## config.mk

```make
export PLATFORM = sky130hd
export DESIGN_NAME = sega_joy_scanner
export DESIGN_NICKNAME = d
export VERILOG_FILES = /design/src/rtl/sega_joy_scanner.sv
export SDC_FILE = /design/constraint.sdc
export NUM_CORES = 1
export LEC_CHECK = 0
export BUFFER_PORTS_ARGS = -buffer_cell sky130_fd_sc_hd__buf_2
export CORE_MARGIN = 3
export CORE_UTILIZATION = 35
export CTS_CLUSTER_DIAMETER = 100
export CTS_CLUSTER_SIZE = 30
export DETAILED_ROUTE_END_ITERATION = 10
export PLACE_DENSITY_LB_ADDON = 0.1
export SETUP_SLACK_MARGIN = 0.02
export SLEW_MARGIN = 0
export SYNTH_ARGS = -nofsm -noshare
export SYNTH_HDL_FRONTEND = slang
export SYNTH_SLANG_ARGS = --single-unit
```

## constraint.sdc

```tcl
create_clock -name clk_i -period 2 [get_ports clk_i]
set_input_delay 0.4 -clock clk_i [delete_from_list [all_inputs] [get_ports clk_i]]
set_output_delay 0.4 -clock clk_i [all_outputs]
set_load 0.005 [all_outputs]
```

## src/rtl/sega_joy_scanner.sv

```systemverilog
// Multi-port Sega DB9 joystick scanner: drives the shared select line through an
// 8-step sequence per frame and publishes one atomically committed word per port.
module sega_joy_scanner #(
    parameter int NUM_PORTS   = 2,
    parameter int CLK_DIV     = 352,
    parameter int FRAME_STEPS = 256
) (
    input  logic                      clk_i,
    input  logic                      res_n_i,
    input  logic                      enable_i,
    input  logic [NUM_PORTS-1:0]      joy_up_i,
    input  logic [NUM_PORTS-1:0]      joy_down_i,
    input  logic [NUM_PORTS-1:0]      joy_left_i,
    input  logic [NUM_PORTS-1:0]      joy_right_i,
    input  logic [NUM_PORTS-1:0]      joy_p6_i,
    input  logic [NUM_PORTS-1:0]      joy_p9_i,
    output logic                      joy_p7_o,
    output logic [12*NUM_PORTS-1:0]   joy_s_o,
    output logic [2*NUM_PORTS-1:0]    pad_type_o,
    output logic                      frame_o
);

    localparam int DIV_W  = (CLK_DIV > 1) ? $clog2(CLK_DIV) : 1;
    // One spare bit so step[STEP_W-1:3] exists even when FRAME_STEPS == 8.
    localparam int STEP_W = $clog2(FRAME_STEPS + 1);

    localparam logic [DIV_W-1:0]  DIV_LAST  = DIV_W'(CLK_DIV - 1);
    localparam logic [STEP_W-1:0] STEP_LAST = STEP_W'(FRAME_STEPS - 1);

    logic [DIV_W-1:0]     div_cnt;
    logic                 tick;
    logic [STEP_W-1:0]    step;
    logic                 in_scan;
    logic                 hold_idle;

    logic [11:0]          shadow [NUM_PORTS];
    logic [NUM_PORTS-1:0] six_flag;
    logic [NUM_PORTS-1:0] md_flag;

    always_comb begin
        tick      = (div_cnt == DIV_LAST);
        in_scan   = (step[STEP_W-1:3] == '0);
        hold_idle = (step == '0) && !enable_i;
    end

    always_ff @(posedge clk_i or negedge res_n_i) begin
        if (!res_n_i) begin
            div_cnt <= '0;
        end else if (tick) begin
            div_cnt <= '0;
        end else begin
            div_cnt <= div_cnt + 1'b1;
        end
    end

    always_ff @(posedge clk_i or negedge res_n_i) begin
        if (!res_n_i) begin
            step       <= '0;
            joy_p7_o   <= 1'b1;
            joy_s_o    <= '1;
            pad_type_o <= '0;
            frame_o    <= 1'b0;
            six_flag   <= '0;
            md_flag    <= '0;
            for (int unsigned i = 0; i < NUM_PORTS; i++) begin
                shadow[i] <= '1;
            end
        end else begin
            frame_o <= 1'b0;
            if (tick && !hold_idle) begin
                step <= (step == STEP_LAST) ? '0 : step + 1'b1;
                if (in_scan) begin
                    case (step[2:0])
                        3'd0: joy_p7_o <= 1'b0;
                        3'd1: joy_p7_o <= 1'b1;
                        3'd2: begin
                            joy_p7_o <= 1'b0;
                            six_flag <= '0;
                            md_flag  <= '0;
                            for (int unsigned i = 0; i < NUM_PORTS; i++) begin
                                shadow[i][3:0] <= {joy_right_i[i], joy_left_i[i],
                                                   joy_down_i[i], joy_up_i[i]};
                                shadow[i][5:4] <= {joy_p9_i[i], joy_p6_i[i]};
                            end
                        end
                        3'd3: begin
                            joy_p7_o <= 1'b1;
                            // L and R both low with select low identifies a Mega Drive pad.
                            for (int unsigned i = 0; i < NUM_PORTS; i++) begin
                                if (!joy_left_i[i] && !joy_right_i[i]) begin
                                    shadow[i][7:6] <= {joy_p9_i[i], joy_p6_i[i]};
                                    md_flag[i]     <= 1'b1;
                                end else begin
                                    shadow[i][7:4] <= {2'b11, joy_p9_i[i], joy_p6_i[i]};
                                end
                            end
                        end
                        3'd4: joy_p7_o <= 1'b0;
                        3'd5: begin
                            joy_p7_o <= 1'b1;
                            for (int unsigned i = 0; i < NUM_PORTS; i++) begin
                                if (!joy_up_i[i] && !joy_down_i[i] &&
                                    !joy_left_i[i] && !joy_right_i[i]) begin
                                    six_flag[i] <= 1'b1;
                                end
                            end
                        end
                        3'd6: begin
                            joy_p7_o <= 1'b0;
                            for (int unsigned i = 0; i < NUM_PORTS; i++) begin
                                shadow[i][11:8] <= six_flag[i] ?
                                    {joy_right_i[i], joy_left_i[i], joy_down_i[i], joy_up_i[i]} :
                                    4'b1111;
                            end
                        end
                        default: begin
                            joy_p7_o <= 1'b1;
                            frame_o  <= 1'b1;
                            for (int unsigned i = 0; i < NUM_PORTS; i++) begin
                                joy_s_o[12*i +: 12]   <= shadow[i];
                                pad_type_o[2*i +: 2]  <= six_flag[i] ? 2'b10 :
                                                         md_flag[i]  ? 2'b01 : 2'b00;
                            end
                        end
                    endcase
                end
            end
        end
    end

endmodule

```

==> results.tsv <==
metric	value	unit
outcome	complete, no violations	
critPathArrivalTime	2.24	ns
fin_tns_setup	0	ns
multiInputGateArea	1500	sq um
synth_area_leader_cell	dfstp_2	
max_freq	509	MHz
grt_usage	13.4	%
netlist_area	3450	sq um
routed-via-count	2361	
clock_skew	0.0117	ns
combPwrFrac	2.3	%
netlist.area_leader.share	37.4	%
mostFrequentLayoutCells	dfstp_2, mux2_2, buf_2	
synth_top_family_by_area	multiplexers	
synth-simple-area-share	14.0	%
rsz0062_at_grt	yes	
end_kind	flop	
core_area	9420	sq um
drc_errors	0	
grt-ovfl-total	0	
area_growth	32.0	%
seqCellArea	1970	sq um
cts_sinks	76	
die_x	105	um
syn_area_per_cell	13.2	sq um
row_count	35	
viasPerCell	4.84	
initial_core_util	36.6	%
sequentialPowerShare	52.0	%
place_congestion	0.716	
clockBufferDepth	2	
startpoint_type	flop	
cts_tree	built	
drv_cap	0	
syn-num-nets	283	
io_buffers	44	
fillCellCount	864	
wirelength	7.29	mm
cts.clk_slew.worst_paths	0.08	ns
powerDensity	651	nW/um^2
finalHoldViolCount	0	
antenna_found_initial	0	
synth_compound_area_share	5.30	%
setup_viol	0	
h-tree-depth	3	
p_leak	0.00208	uW
synthArstFlopShare	100	%
drive_above_1_share	63.8	%
io_pins	45	
final_common_cell	dfstp_2	
dieArea	11100	sq um
dp_hpwl	4.93	mm
antenna_cells	0	
grt_max_degree	29	
synth_flop_cell	dfstp_2	
die_height	105	um
synth-seq-area-share	57.0	%
fin_hold_ws	0.308	ns
crit_required	2.27	ns
vdd_drop_max	0.357	mV
worstSetupPathType	flop to flop	
netlist_instances	262	
dr.pass1.iters	4	
wl_per_cell	14.9	um
finalMaxSlewViolations	0	
layout_min_cycle_time	1.97	ns
power_frac_clock	45.7	%
yosys.cell_types.count	47	
hold_path_class	input pin to flop	
worst_pin_slew	0.386	ns
numCtsBuffers	9	
post-route-util	48.3	%
stdcell_count	488	
cts_root_buf	clkbuf_8	
p_int	2350	uW
power.share.switching	20.8	%
timing.final.crit_share	98.3	%
fin_nets	375	
worst-path-max-fanout	5	
drt_iter0_markers	102	
ys_top_cells_by_area	dfstp_2, dfrtp_1, mux2_2, ha_1, nor2_1	
grt_pass1_vias	2385	
place_inst	462	
stdcell_area	4550	sq um
maxSlewHeadroom	74.2	%
ys_warn_count	0	
grt_pass1_wl	11.9	mm
muxShareOfSynthArea	17.5	%
ant_nets	0	
synth_edf_count	0	
insertion_delay	0.35	ns
synth-adder-area-share	2.18	%
synth-seq-cells	76	
power.switching	615	uW
synthXorXnorAreaFrac	1.78	%
dpl_cell_area	4110	sq um
[per-stage QoR]
step                setup WS (ns)  total power [uW]
floorplan                  0.0141              1570
global placement          -0.0690              1640
detailed placement         -0.134              1640
CTS                        0.0199              3030
global route              -0.0291              3090
finish                     0.0340              2960
[power by group through the flow]
stage / clock network, uW / registers (uW) / logic [uW]
finish: 1350 / 1540 / 68.3
global route: 1470 / 1540 / 78.3
CTS: 1420 / 1540 / 72.0
detailed placement: 0 / 1570 / 70.3
global placement: 0 / 1570 / 70.3
floorplan: 0 / 1570 / 6.75
[layer usage]
metal  global-route usage, %  share of wire [%]  vias to the layer above
met4                    4.50                1.3                        0
met2                    21.1                 48                       52
li1                        -                  -                     1121
met5                       0                  0                        -
met1                    18.2                 47                     1175
met3                    3.43                3.9                       13
[critical path, stage by stage (launching register included)]
cell and delay (ns):
dfrtp_2 0.43, nor4_4 0.38, nand4_4 0.21, or4b_4 0.56
mux2_4 0.31
[synth_stat cells (2+ instances only)]
cell      number
and3_1         3
xor2_1         3
mux2_2        51
xnor2_1        4
nand2_1       15
clkbuf_1       3
nor3b_1        2
buf_6          2
nand2b_1      10
or3_1          5
o21ba_2        2
nor3_1         2
ha_1           6
o21ai_0        7
nand3_1        8
mux2_4         2
dfrtp_1       27
nor2b_1        2
inv_1          7
a21oi_1        2
nand4_1        4
o32a_1         2
and4_1         2
nor2_1        17
o31ai_1        3
a31oi_1        2
dfstp_2       49
[kinds of logic after synthesis]
kind of cell	count (synthesis)
adders and majority gates	6
buffers and inverters	15
DFF	76
AOI/OAI and AO/OA	25
muxes	53
xor gates and xnor gates	7
and+or+nand+nor	80
[area by class of cell]
cell class	instances	area share [%]
Multi-Input combinational cell	171	33.0
Tap cell	129	3.55
Clock inverter	5	1.81
Clock buffer	11	3.35
Sequential cell	76	43.2
Timing Repair Buffer	89	14.5
Inverter	7	0.577
[flip-flops by register name (all words and copies together), names as in the netlist]
signal and count:
joy_p7_o 1, step 9, joy_s_o 24, pad_type_o 4
shadow 24, frame_o 1, six_flag 2, md_flag 2
div_cnt 9
[repair_timing]
action	4_1_cts	5_1_grt
buffers inserted	2	4
cloned	1	2
hold endpoints to repair	19	0
gates resized for setup	5	17
pin swaps	3	6
endpoints found under the setup margin	12	49
hold buffers	1	0
[worst paths after layout]
kind	start	endpoint	slack, ns	cells past startpoint
hold reg to reg	div_cnt[4]	div_cnt[4]	0.51	1
hold / removal	joy_p6_i[0]	shadow[16]	0.31	2
max in group asynchronous	res_n_i	joy_s_o[1]	0.89	3
min in group asynchronous	res_n_i	step[4]	0.53	2
setup reg to reg	step[3]	shadow[17]	0.03	4
setup / recovery	step[3]	shadow[17]	0.03	4
Power figures use the tool's default switching activity.
